[src/rtl/task_sched_pkg.sv]
// Shared definitions for the task queue scheduler.
// Holds the default sizing, command opcodes, the queue-entry type, the FSM
// state type and the per-slot load selector used between the top and its cells.
package task_sched_pkg;

  localparam int DEPTH_DEF  = 8;
  localparam int TID_W_DEF  = 4;
  localparam int INFO_W_DEF = 32;

  localparam logic [2:0] OP_ENQ      = 3'd0;
  localparam logic [2:0] OP_DEQ      = 3'd1;
  localparam logic [2:0] OP_REMOVE   = 3'd2;
  localparam logic [2:0] OP_BLOCK    = 3'd3;
  localparam logic [2:0] OP_ACTIVATE = 3'd4;

  typedef struct packed {
    logic                  valid;
    logic                  blk;
    logic [TID_W_DEF-1:0]  tid;
    logic [INFO_W_DEF-1:0] info;
  } queue_entry_t;

  typedef enum logic {
    ST_IDLE,
    ST_EXEC
  } sched_state_e;

  typedef enum logic [2:0] {
    CELL_HOLD,
    CELL_NEW,
    CELL_LEFT,
    CELL_RIGHT,
    CELL_SET_BLK,
    CELL_CLR_BLK
  } cell_sel_e;

  function automatic logic op_is_reserved(input logic [2:0] op);
    return op > OP_ACTIVATE;
  endfunction

endpackage

[src/rtl/task_queue_cell.sv]
// One queue slot {valid, blk, tid, info}.
// Ports: clk, rst (sync, active-high); sel picks hold / load new entry /
// load from left (toward head) or right (toward tail) neighbour / set or clear
// blk; dec is the saturating decrement applied to info while holding a valid
// entry; new_*, left_*, right_* are the load sources; valid/blk/tid/info are
// the slot contents.
module task_queue_cell
  import task_sched_pkg::*;
#(
  parameter int TID_W  = TID_W_DEF,
  parameter int INFO_W = INFO_W_DEF
) (
  input  logic              clk,
  input  logic              rst,
  input  cell_sel_e         sel,
  input  logic [1:0]        dec,
  input  logic [TID_W-1:0]  new_tid,
  input  logic [INFO_W-1:0] new_info,
  input  logic              left_valid,
  input  logic              left_blk,
  input  logic [TID_W-1:0]  left_tid,
  input  logic [INFO_W-1:0] left_info,
  input  logic              right_valid,
  input  logic              right_blk,
  input  logic [TID_W-1:0]  right_tid,
  input  logic [INFO_W-1:0] right_info,
  output logic              valid,
  output logic              blk,
  output logic [TID_W-1:0]  tid,
  output logic [INFO_W-1:0] info
);

  logic [INFO_W-1:0] dec_w;
  logic [INFO_W-1:0] info_dec;

  assign dec_w    = INFO_W'(dec);
  assign info_dec = (info > dec_w) ? info - dec_w : '0;

  always_ff @(posedge clk) begin
    if (rst) begin
      valid <= 1'b0;
      blk   <= 1'b0;
      tid   <= '0;
      info  <= '0;
    end else begin
      case (sel)
        CELL_NEW: begin
          valid <= 1'b1;
          blk   <= 1'b0;
          tid   <= new_tid;
          info  <= new_info;
        end
        CELL_LEFT: begin
          valid <= left_valid;
          blk   <= left_blk;
          tid   <= left_tid;
          info  <= left_info;
        end
        CELL_RIGHT: begin
          valid <= right_valid;
          blk   <= right_blk;
          tid   <= right_tid;
          info  <= right_info;
        end
        CELL_SET_BLK: blk <= 1'b1;
        CELL_CLR_BLK: blk <= 1'b0;
        default: begin
          if (valid) info <= info_dec;
        end
      endcase
    end
  end

endmodule

[src/rtl/task_queue_scheduler.sv]
// Deadline-sorted task queue with blocking, removal and a scheduler tick.
// Ports: clk, rst (sync, active-high); cmd_valid/cmd_ready handshake with
// cmd_op, cmd_tid, cmd_info; tick decrements all deadlines; head_* expose the
// most urgent non-blocked entry; count/full/empty report occupancy; err pulses
// for a rejected command.
//
// state   | meaning
// --------+-------------------------------------------------------------
// ST_IDLE | ready for a command; ticks decrement the queue directly
// ST_EXEC | latched command is applied; a tick here is held for one cycle
module task_queue_scheduler
  import task_sched_pkg::*;
#(
  parameter int  DEPTH  = DEPTH_DEF,
  parameter int  TID_W  = TID_W_DEF,
  parameter int  INFO_W = INFO_W_DEF,
  localparam int CNT_W  = $clog2(DEPTH) + 1
) (
  input  logic              clk,
  input  logic              rst,
  input  logic              cmd_valid,
  output logic              cmd_ready,
  input  logic [2:0]        cmd_op,
  input  logic [TID_W-1:0]  cmd_tid,
  input  logic [INFO_W-1:0] cmd_info,
  input  logic              tick,
  output logic              head_valid,
  output logic [TID_W-1:0]  head_tid,
  output logic [INFO_W-1:0] head_info,
  output logic              head_expired,
  output logic [CNT_W-1:0]  count,
  output logic              full,
  output logic              empty,
  output logic              err
);

  sched_state_e      state_q, state_d;
  logic              tick_pend_q;
  logic [2:0]        op_q;
  logic [TID_W-1:0]  tid_q;
  logic [INFO_W-1:0] info_q;

  logic [DEPTH-1:0]  slot_valid, slot_blk;
  logic [TID_W-1:0]  slot_tid  [DEPTH];
  logic [INFO_W-1:0] slot_info [DEPTH];
  cell_sel_e         cell_sel  [DEPTH];

  logic              accept, exec, cmd_err;
  logic [1:0]        dec_amt;
  logic              match_found, head_found;
  logic [CNT_W-1:0]  match_idx, head_idx, ins_pos, count_c;
  logic [TID_W-1:0]  head_tid_c;
  logic [INFO_W-1:0] head_info_c;

  assign accept = cmd_valid && cmd_ready;
  assign exec   = (state_q == ST_EXEC);

  always_ff @(posedge clk) begin
    if (rst) begin
      state_q     <= ST_IDLE;
      tick_pend_q <= 1'b0;
      op_q        <= '0;
      tid_q       <= '0;
      info_q      <= '0;
    end else begin
      state_q     <= state_d;
      tick_pend_q <= exec && tick;
      if (accept) begin
        op_q   <= cmd_op;
        tid_q  <= cmd_tid;
        info_q <= cmd_info;
      end
    end
  end

  always_comb begin
    state_d = state_q;
    case (state_q)
      ST_IDLE: if (cmd_valid) state_d = ST_EXEC;
      ST_EXEC: state_d = ST_IDLE;
      default: state_d = ST_IDLE;
    endcase
  end

  always_comb begin
    cmd_ready = (state_q == ST_IDLE);
    err       = exec && cmd_err;
  end

  // Valid entries are always packed into slots 0..count-1 in ascending info,
  // so the number of entries with info <= new info is the insertion slot and
  // places a new entry after any equal ones.
  always_comb begin
    match_found = 1'b0;
    match_idx   = '0;
    head_found  = 1'b0;
    head_idx    = '0;
    head_tid_c  = '0;
    head_info_c = '0;
    ins_pos     = '0;
    count_c     = '0;
    for (int i = 0; i < DEPTH; i++) begin
      if (slot_valid[i]) begin
        count_c = count_c + CNT_W'(1);
        if (slot_info[i] <= info_q) ins_pos = ins_pos + CNT_W'(1);
        if (!match_found && slot_tid[i] == tid_q) begin
          match_found = 1'b1;
          match_idx   = CNT_W'(i);
        end
        if (!head_found && !slot_blk[i]) begin
          head_found  = 1'b1;
          head_idx    = CNT_W'(i);
          head_tid_c  = slot_tid[i];
          head_info_c = slot_info[i];
        end
      end
    end
  end

  always_comb begin
    cmd_err = 1'b0;
    if (op_is_reserved(op_q)) begin
      cmd_err = 1'b1;
    end else begin
      case (op_q)
        OP_ENQ:  cmd_err = full || match_found;
        OP_DEQ:  cmd_err = !head_found;
        default: cmd_err = !match_found;
      endcase
    end
  end

  always_comb begin
    for (int i = 0; i < DEPTH; i++) begin
      cell_sel[i] = CELL_HOLD;
      if (exec && !cmd_err) begin
        case (op_q)
          OP_ENQ: begin
            if (CNT_W'(i) == ins_pos)     cell_sel[i] = CELL_NEW;
            else if (CNT_W'(i) > ins_pos) cell_sel[i] = CELL_LEFT;
          end
          OP_DEQ:      if (CNT_W'(i) >= head_idx)  cell_sel[i] = CELL_RIGHT;
          OP_REMOVE:   if (CNT_W'(i) >= match_idx) cell_sel[i] = CELL_RIGHT;
          OP_BLOCK:    if (CNT_W'(i) == match_idx) cell_sel[i] = CELL_SET_BLK;
          OP_ACTIVATE: if (CNT_W'(i) == match_idx) cell_sel[i] = CELL_CLR_BLK;
          default: ;
        endcase
      end
    end
  end

  // A tick seen during EXEC lands in the following IDLE cycle together with
  // any fresh tick there, so the decrement can be 0, 1 or 2.
  assign dec_amt = exec ? 2'd0 : ({1'b0, tick} + {1'b0, tick_pend_q});

  for (genvar g = 0; g < DEPTH; g++) begin : g_slot
    logic              l_valid, l_blk, r_valid, r_blk;
    logic [TID_W-1:0]  l_tid, r_tid;
    logic [INFO_W-1:0] l_info, r_info;

    if (g == 0) begin : g_left_edge
      assign l_valid = 1'b0;
      assign l_blk   = 1'b0;
      assign l_tid   = '0;
      assign l_info  = '0;
    end else begin : g_left
      assign l_valid = slot_valid[g-1];
      assign l_blk   = slot_blk[g-1];
      assign l_tid   = slot_tid[g-1];
      assign l_info  = slot_info[g-1];
    end

    if (g == DEPTH-1) begin : g_right_edge
      assign r_valid = 1'b0;
      assign r_blk   = 1'b0;
      assign r_tid   = '0;
      assign r_info  = '0;
    end else begin : g_right
      assign r_valid = slot_valid[g+1];
      assign r_blk   = slot_blk[g+1];
      assign r_tid   = slot_tid[g+1];
      assign r_info  = slot_info[g+1];
    end

    task_queue_cell #(.TID_W(TID_W), .INFO_W(INFO_W)) u_cell (
      .clk         (clk),
      .rst         (rst),
      .sel         (cell_sel[g]),
      .dec         (dec_amt),
      .new_tid     (tid_q),
      .new_info    (info_q),
      .left_valid  (l_valid),
      .left_blk    (l_blk),
      .left_tid    (l_tid),
      .left_info   (l_info),
      .right_valid (r_valid),
      .right_blk   (r_blk),
      .right_tid   (r_tid),
      .right_info  (r_info),
      .valid       (slot_valid[g]),
      .blk         (slot_blk[g]),
      .tid         (slot_tid[g]),
      .info        (slot_info[g])
    );
  end

  assign count        = count_c;
  assign full         = (count_c == CNT_W'(DEPTH));
  assign empty        = (count_c == '0);
  assign head_valid   = head_found;
  assign head_tid     = head_tid_c;
  assign head_info    = head_info_c;
  assign head_expired = head_found && (head_info_c == '0);

endmodule

[config.mk]
export PLATFORM = sky130hd
export DESIGN_NAME = task_queue_scheduler
export DESIGN_NICKNAME = d
export VERILOG_FILES = /design/src/rtl/task_sched_pkg.sv /design/src/rtl/task_queue_cell.sv /design/src/rtl/task_queue_scheduler.sv
export SDC_FILE = /design/constraint.sdc
export NUM_CORES = 2
export LEC_CHECK = 0
export ABC_AREA = 1
export CAP_MARGIN = 20
export CORE_MARGIN = 2
export CORE_UTILIZATION = 30
export CTS_CLUSTER_SIZE = 8
export DETAILED_ROUTE_END_ITERATION = 10
export HOLD_SLACK_MARGIN = 0.02
export PLACE_DENSITY = 0.43
export SYNTH_ARGS = -nofsm -noshare
export SYNTH_HDL_FRONTEND = slang
export SYNTH_SLANG_ARGS = --single-unit
[constraint.sdc]
create_clock -name clk -period 13.8 [get_ports clk]
set_input_delay 4.14 -clock clk [delete_from_list [all_inputs] [get_ports clk]]
set_output_delay 4.14 -clock clk [all_outputs]
set_load 0.05 [all_outputs]
; ---- Word-level counts from Yosys, hierarchy flattened
; Index checks and enable logic that the tools add are counted.
[word_totals]
ff_bits = 345
latchBits = 0
mem_bits_rw = 0
mem_bits_ro = 0
input_bits = 43
out_inout_bits = 46
word_cells = 507
mem_count = 0
[classes]
add_sub_neg = 23
n_mul = 0
n_div = 0
order_cmp = 41
eq_ne = 67
shift = 0
mux = 233
bitwise = 9
reduce_logical = 97
[ops]
columns = op, n
row1 = 32-bit 2-to-1 mux, 32
row2 = 32-bit one-hot mux with 4 select lines, 8
row3 = 32-bit by 2-bit > comparator with 1-bit output, 8
row4 = 32-bit <= comparator, 8
row5 = 32-bit by 2-bit subtractor with 32-bit output, 8
row6 = 4-bit 2-to-1 mux, 61
row7 = 3-bit one-hot mux with 5 select lines, 8
row8 = 4-bit one-hot mux with 3 select lines, 8
row9 = 3-bit 2-to-1 mux, 24
row10 = 2-bit 2-to-1 mux, 33
row11 = "4-bit by 1-bit adder with 4-bit output, second input constant", 14
row12 = 4-bit nonzero test, 14
row13 = "3-bit by 2-bit equality test with 1-bit output, second input constant", 18
row14 = "3-bit equality test, second input constant", 17
row15 = 1-bit 2-to-1 mux, 41
row16 = "3-bit by 4-bit equality test with 1-bit output, first input constant", 8
row17 = 4-bit equality test, 8
row18 = "3-bit by 4-bit >= comparator with 1-bit output, first input constant", 8
row19 = 32-bit logical NOT, 1
row20 = 1-bit one-hot mux with 3 select lines, 10
row21 = 3-bit nonzero test, 10
row22 = 2-bit OR reduction, 14
row23 = "3-bit by 1-bit equality test with 1-bit output, second input constant", 9
row24 = 1-bit logical NOT, 24
row25 = other kinds (19), 76

; ---- Depth between registers and ports, before layout
[depth]
word_depth = 41
ltp_mapped = 55
ltp_nobuf = 54

; ---- Modules after synthesis
; A second synthesis with hierarchy kept.
[hier_totals]
hier_cells = 6220
hier_area_um2 = 37214.4
[modules_own_cells]
columns = module, instances, cells_each, area_per_inst_um2, seq_area_each_um2
row1 = task_queue_cell at g_slot[0].u_cell ..., 7, 543, 3194.3, 760.7
row2 = task_queue_scheduler, 1, 1882, 11674.9, 820.8
row3 = task_queue_cell at g_slot[3].u_cell, 1, 537, 3179.3, 760.7

; ---- Worst setup path before layout
; OpenSTA, ideal clock, no wires.
[synth_path]
path_kind = register to output
from = register g_slot[1].u_cell.valid
to = output port err
arrival_ps = 5101
required_time_ps = 9660
slack_ps = 4559
stages_incl_launch_ff = 25
n_path_buf = 0
path_cell_list = dfxtp_1 inv_1 ha_1 xor2_4 ha_1 nand2_1 nand2_1 ha_1 nor2_1 a31oi_2 ha_1 inv_1 o21ai_2 ha_1 nand2_1 o21ai_1 ha_1 nand2_1 nand2_1 nor2_1 nand2_1 nor2_2 nor2_2 o21a_4 nor2_1
[synth_via]
word_cells_on_any_way = 70
[synth_rtl]
columns = element, line_no
row1 = "start, declared", task_queue_cell.sv:27  ; output logic valid,
row2 = "start signal, assigned", task_queue_cell.sv:54  ; valid <= left_valid;
row3 = "start signal, assigned", task_queue_cell.sv:60  ; valid <= right_valid;
row4 = 4-bit 2-to-1 mux *, task_queue_scheduler.sv:103  ; if (slot_valid[i]) begin
row5 = 4-bit by 1-bit adder with 4-bit output, task_queue_scheduler.sv:104  ; count_c = count_c + CNT_W'(1);
row6 = 4-bit 2-to-1 mux *, task_queue_scheduler.sv:103
row7 = 4-bit by 1-bit adder with 4-bit output, task_queue_scheduler.sv:104
row8 = 4-bit 2-to-1 mux *, task_queue_scheduler.sv:103
row9 = 4-bit by 1-bit adder with 4-bit output, task_queue_scheduler.sv:104
row10 = 4-bit 2-to-1 mux *, task_queue_scheduler.sv:103
row11 = 4-bit by 1-bit adder with 4-bit output, task_queue_scheduler.sv:104
row12 = (+4 left out), -
row13 = 4-bit 2-to-1 mux *, task_queue_scheduler.sv:103
row14 = net count[1], task_queue_scheduler.sv:31  ; output logic [CNT_W-1:0] count,
row15 = 4-bit equality test *, task_queue_scheduler.sv:208  ; assign full = (count_c == CNT_W'(DEPTH));
row16 = net full, task_queue_scheduler.sv:32  ; output logic full,
row17 = 1-bit logical OR *, task_queue_scheduler.sv:126  ; OP_ENQ: cmd_err = full || match_found;
row18 = 1-bit one-hot mux with 2 select lines *, task_queue_scheduler.sv:125  ; case (op_q)
row19 = 1-bit 2-to-1 mux *, task_queue_scheduler.sv:122  ; if (op_is_reserved(op_q)) begin
row20 = 1-bit logical AND *, task_queue_scheduler.sv:87  ; err = exec && cmd_err;
row21 = "end, declared", task_queue_scheduler.sv:34  ; output logic err
; The timed path passes the listed nets; every way through them passes the cells marked *.

; ---- Final worst setup path
[layout_path]
from = register g_slot[0].u_cell.valid
to = output port head_expired
[layout_via]
elab_chain_len = 31
word_cells_on_any_way = 46
[layout_rtl]
columns = element, line_no
row1 = "start, declared", task_queue_cell.sv:27
row2 = "start signal, assigned", task_queue_cell.sv:54
row3 = "start signal, assigned", task_queue_cell.sv:60
row4 = 1-bit 2-to-1 mux, task_queue_scheduler.sv:103
row5 = 1-bit logical NOT, task_queue_scheduler.sv:110  ; if (!head_found && !slot_blk[i]) begin
row6 = 1-bit logical AND, task_queue_scheduler.sv:110
row7 = 1-bit 2-to-1 mux, task_queue_scheduler.sv:110
row8 = 1-bit 2-to-1 mux, task_queue_scheduler.sv:103
row9 = 1-bit logical NOT, task_queue_scheduler.sv:110
row10 = 1-bit logical AND, task_queue_scheduler.sv:110
row11 = 1-bit 2-to-1 mux, task_queue_scheduler.sv:110
row12 = (+15 left out), -
row13 = 1-bit 2-to-1 mux, task_queue_scheduler.sv:110
row14 = 1-bit 2-to-1 mux, task_queue_scheduler.sv:103
row15 = 1-bit logical NOT, task_queue_scheduler.sv:110
row16 = 1-bit logical AND, task_queue_scheduler.sv:110
row17 = 32-bit 2-to-1 mux, task_queue_scheduler.sv:110
row18 = 32-bit 2-to-1 mux, task_queue_scheduler.sv:103
row19 = 32-bit logical NOT, task_queue_scheduler.sv:213  ; assign head_expired = head_found && (head_info_c == '0);
row20 = 1-bit logical AND *, task_queue_scheduler.sv:213
row21 = "end, declared", task_queue_scheduler.sv:30  ; output logic head_expired,
; Mark *: on every way between the ends. The rest lies on a longest branch, timed or not.

==> results.md <==
* Run status: finished, final reports clean
* Achievable frequency at 91.3 MHz
* Die width at 356 microns
* Effective utilization at floorplan at 0.301
* Post-synth top flop: dfxtp_1
* Final count of negative-setup-slack endpoints at 0
* Half-perimeter wire length after detailed placement at 153000 microns
* Clock-pin slew of the registers on the worst-case setup and hold paths at 0.06 ns
* Yosys reg bits at 345
* Final worst path period share at 0.794
* Worst IR Drop VDD at 0.233 mV
* Worst hold margin at 0.516 ns
* Core ar. at 123000 sq um
* Static leakage at 17.5 nW
* Data arrival time of the worst path at 6.82 ns
* Reg power frac at 0.200
* Maximum clock skew at final layout at 0.0252 ns
* Post-Route WL at 200000 microns
* Ports placed on the boundary at 89
* Area contributors post-synth: dfxtp_1, nand2_1, nor2_1
* Beginning of the worst hold path: g_slot[7].u_cell.tid[3]$_SDFFE_PP0P_
* Crit path launch: g_slot[0].u_cell.valid$_SDFFE_PP0P_
* Post-synth cell types at 74
* Count of hold-fix buffers inserted at cts at 0
* Time the worst path needs with I/O delays and setup at 10.96 ns
* Clock tree from TritonCTS: done
* Final nets at 6520
* Sequential element share of the synthesized area at 0.186
* Clock latency on the worst-skew pair at 0.68 ns
* Antenna diode count at 0
* Proportion of synthesized flip-flops having asynchronous set or reset at 0
* Switching portion of total power at 0.566
* Data required time at the worst endpoint at 9.66 ns
* Cell class contributing the biggest share of worst-path delay: buffers and inverters
* Final total power at 8.36 mW
* Net switching power at 4.73 mW
* Maximum number of buffers from clock root to sink at 3
* Number of levels the H-tree was split into at 2
* Internal power summed over all cells at 3.62 mW
* Slew at the pin closest to its max-slew limit at 1.27 ns
* Routed via count divided by cell count at 5.60
* Launch instance of the worst register-to-register path: info_q[28]$_SDFFE_PP0P_
* Total nets after synthesis at 6642
* Resized cells post-CTS at 0
* Synth warn at 0
* RSZ-0062 raised after global routing: no
* Worst slack at placement at 3.27 ns
* Critical Setup Path Class: reg2out
* Largest stage delay on the critical path at 0.83 ns
* Drt initial violations at 4904
* Most common cell in the netlist: nand2_1
* Critical path startpoint category: register
* Number of global-route vias before repair at 41398
* Post-layout util at 0.331
* Routability Congestion at 0.938
* Tightest Hold Check Type: reg2reg
* Max stage delay cell, worst path: clkdlybuf4s50_1
* First-pass GRT wire length at 289000 microns
* Finished Cell Area at 40900 sq um
* Worst-case setup margin in the final layout at 2.84 ns
* Library cell with the largest summed area after synthesis: dfxtp_1
* Area fraction of the dominant cell type after synthesis at 0.186
* Pins Over Slew Limit at 0
* Vias post-DR at 43907
* Post-Syn Instances at 6304
* Number of buffers inserted to repair setup after CTS at 0
* Worst slew margin at 0.142
* Die area at 127000 sq um
* Critical Path Sink Type: primary output
* Detailed-route DRC error count at 0
* Max cap viols at 0
* Setup TNS at 0 ns
* Site Rows at 129
* Areal power density over the cells at 204 nW/um^2
* Number of cells on the worst reg-to-reg path at 47
* Clock Root Buffer: clkbuf_16
* Placed cell count at 7760
* Number of enable-type register cells in the synthesized netlist at 0
* Number of cells traversed by the worst hold path at 2
* Detail Route Antenna Nets at 0
* Pin count of the biggest net entering global routing at 150
* Syn avg cell area at 5.90 sq um
* Share of cells above drive strength 1 at 0.0506
* Remaining Overflow, GRT at 0
* Post-detailed-route wirelength per cell at 25.4 microns
* Number of stages on the worst setup path at 18
* Area of the mapped netlist at 37200 sq um
* Clock network power share at 0.162
* Final cell count without fillers at 7843
* Number of buffer cells added on primary ports at 88
* Signed area change from the synthesized netlist to the final layout at 9.83%
* Cell area after placement at 39300 sq um
* Number of hold violations in the final report at 0
* Cell breakdown of the critical path: inv_2, nor2_2, buf_4, inv_2, nand3_2, buf_4, o21ai_0, o31ai_1, a31oi_1, o31ai_1, a31oi_1, o21ai_0, nor3_1, nand2_1, nor2_1, nand4_1, nor2_1, clkdlybuf4s50_1
* Drt first pass iters at 8
* Critical path peak fanout at 61
* Total global-route track usage at 0.305
* Gate power share at 0.639
* Number of antenna violations at the first check in global routing at 2
* Clk sinks at 345
* Bufs and invs on worst path at 5
* Die extent in y at 356 microns
* CTS Buf Count at 53
* Top cells by instance count after synthesis: nand2_1, nor2_1, nand3_1
## cell families after synthesis
kind of cell             after synthesis  share of synthesized area
AND/OR/NAND/NOR                     3304                      0.385
adder cells (fa/ha/maj)              295                      0.101
AO/OA/AOI/OAI                       1226                      0.186
flip-flops                           345                      0.186
buffers and inverters                990                      0.109
XOR/XNOR                             144                     0.0346
## placed cells by master, fill, tap and decap left out, drive strengths merged, types with 78 or more instances in the layout
cell,instances
nor2,984
nand4,124
clkdlybuf4s50,87
ha,287
nor3,145
o211ai,78
a21oi,459
nand3,649
xor2,126
o21ai,444
inv,624
nand2,1314
dfxtp,345
buf,101
## worst register-to-register path, delay by kind of cell (launching register included)
family | cells | cell delay [ns]
AND/OR/NAND/NOR | 26 | 5.03
flip-flops | 1 | 0.68
buffers and inverters | 11 | 1.86
AO/OA/AOI/OAI | 3 | 0.85
adder cells (fa/ha/maj) | 7 | 2.19
## worst paths after layout
path,to,slack (ns)
worst max register to register,g_slot[4].u_cell.info[6]$_SDFFE_PP0P_,3.14
worst min-delay path,g_slot[6].u_cell.tid[3]$_SDFFE_PP0P_,0.52
worst min register to register,g_slot[6].u_cell.tid[3]$_SDFFE_PP0P_,0.52
worst max-delay path,head_expired,2.84
## cell type report
cell class                      count  area, sq um
Clock buffer                       74         1520
Inverter                          624         2350
Multi-Input combinational cell   4969        26300
Sequential cell                   345         6910
Tap cell                         1637         2050
Clock inverter                      5         53.8
Fill cell                       13954        82600
Timing Repair Buffer              189         1660
## per-layer routing
metal	track usage	vias to the layer above	part of all wire
met4	0.134	2	0.048
met2	0.486	1751	0.45
met1	0.411	20889	0.44
li1	-	20853	-
met3	0.0406	412	0.062
met5	0	-	0.000065
## registers in the layout (all words and copies together) (netlist names)
name,count
g_slot.u_cell.info,256
g_slot.u_cell.tid,32
info_q,32
g_slot.u_cell.blk,8
g_slot.u_cell.valid,8
tid_q,4
op_q,3
exec,1
tick_pend_q,1
## power by group through the flow
stage | combinational, mW | sequential, mW | clock, mW
6_report | 5.34 | 1.67 | 1.35
5_1_grt | 5.89 | 1.69 | 1.41
4_1_cts | 5.21 | 1.66 | 1.38
3_5_place_dp | 5.18 | 1.68 | 0
3_3_place_gp | 5.17 | 1.69 | 0
2_1_floorplan | 3.66 | 1.42 | 0
Note: power is estimated with default switching activity, not from simulation.
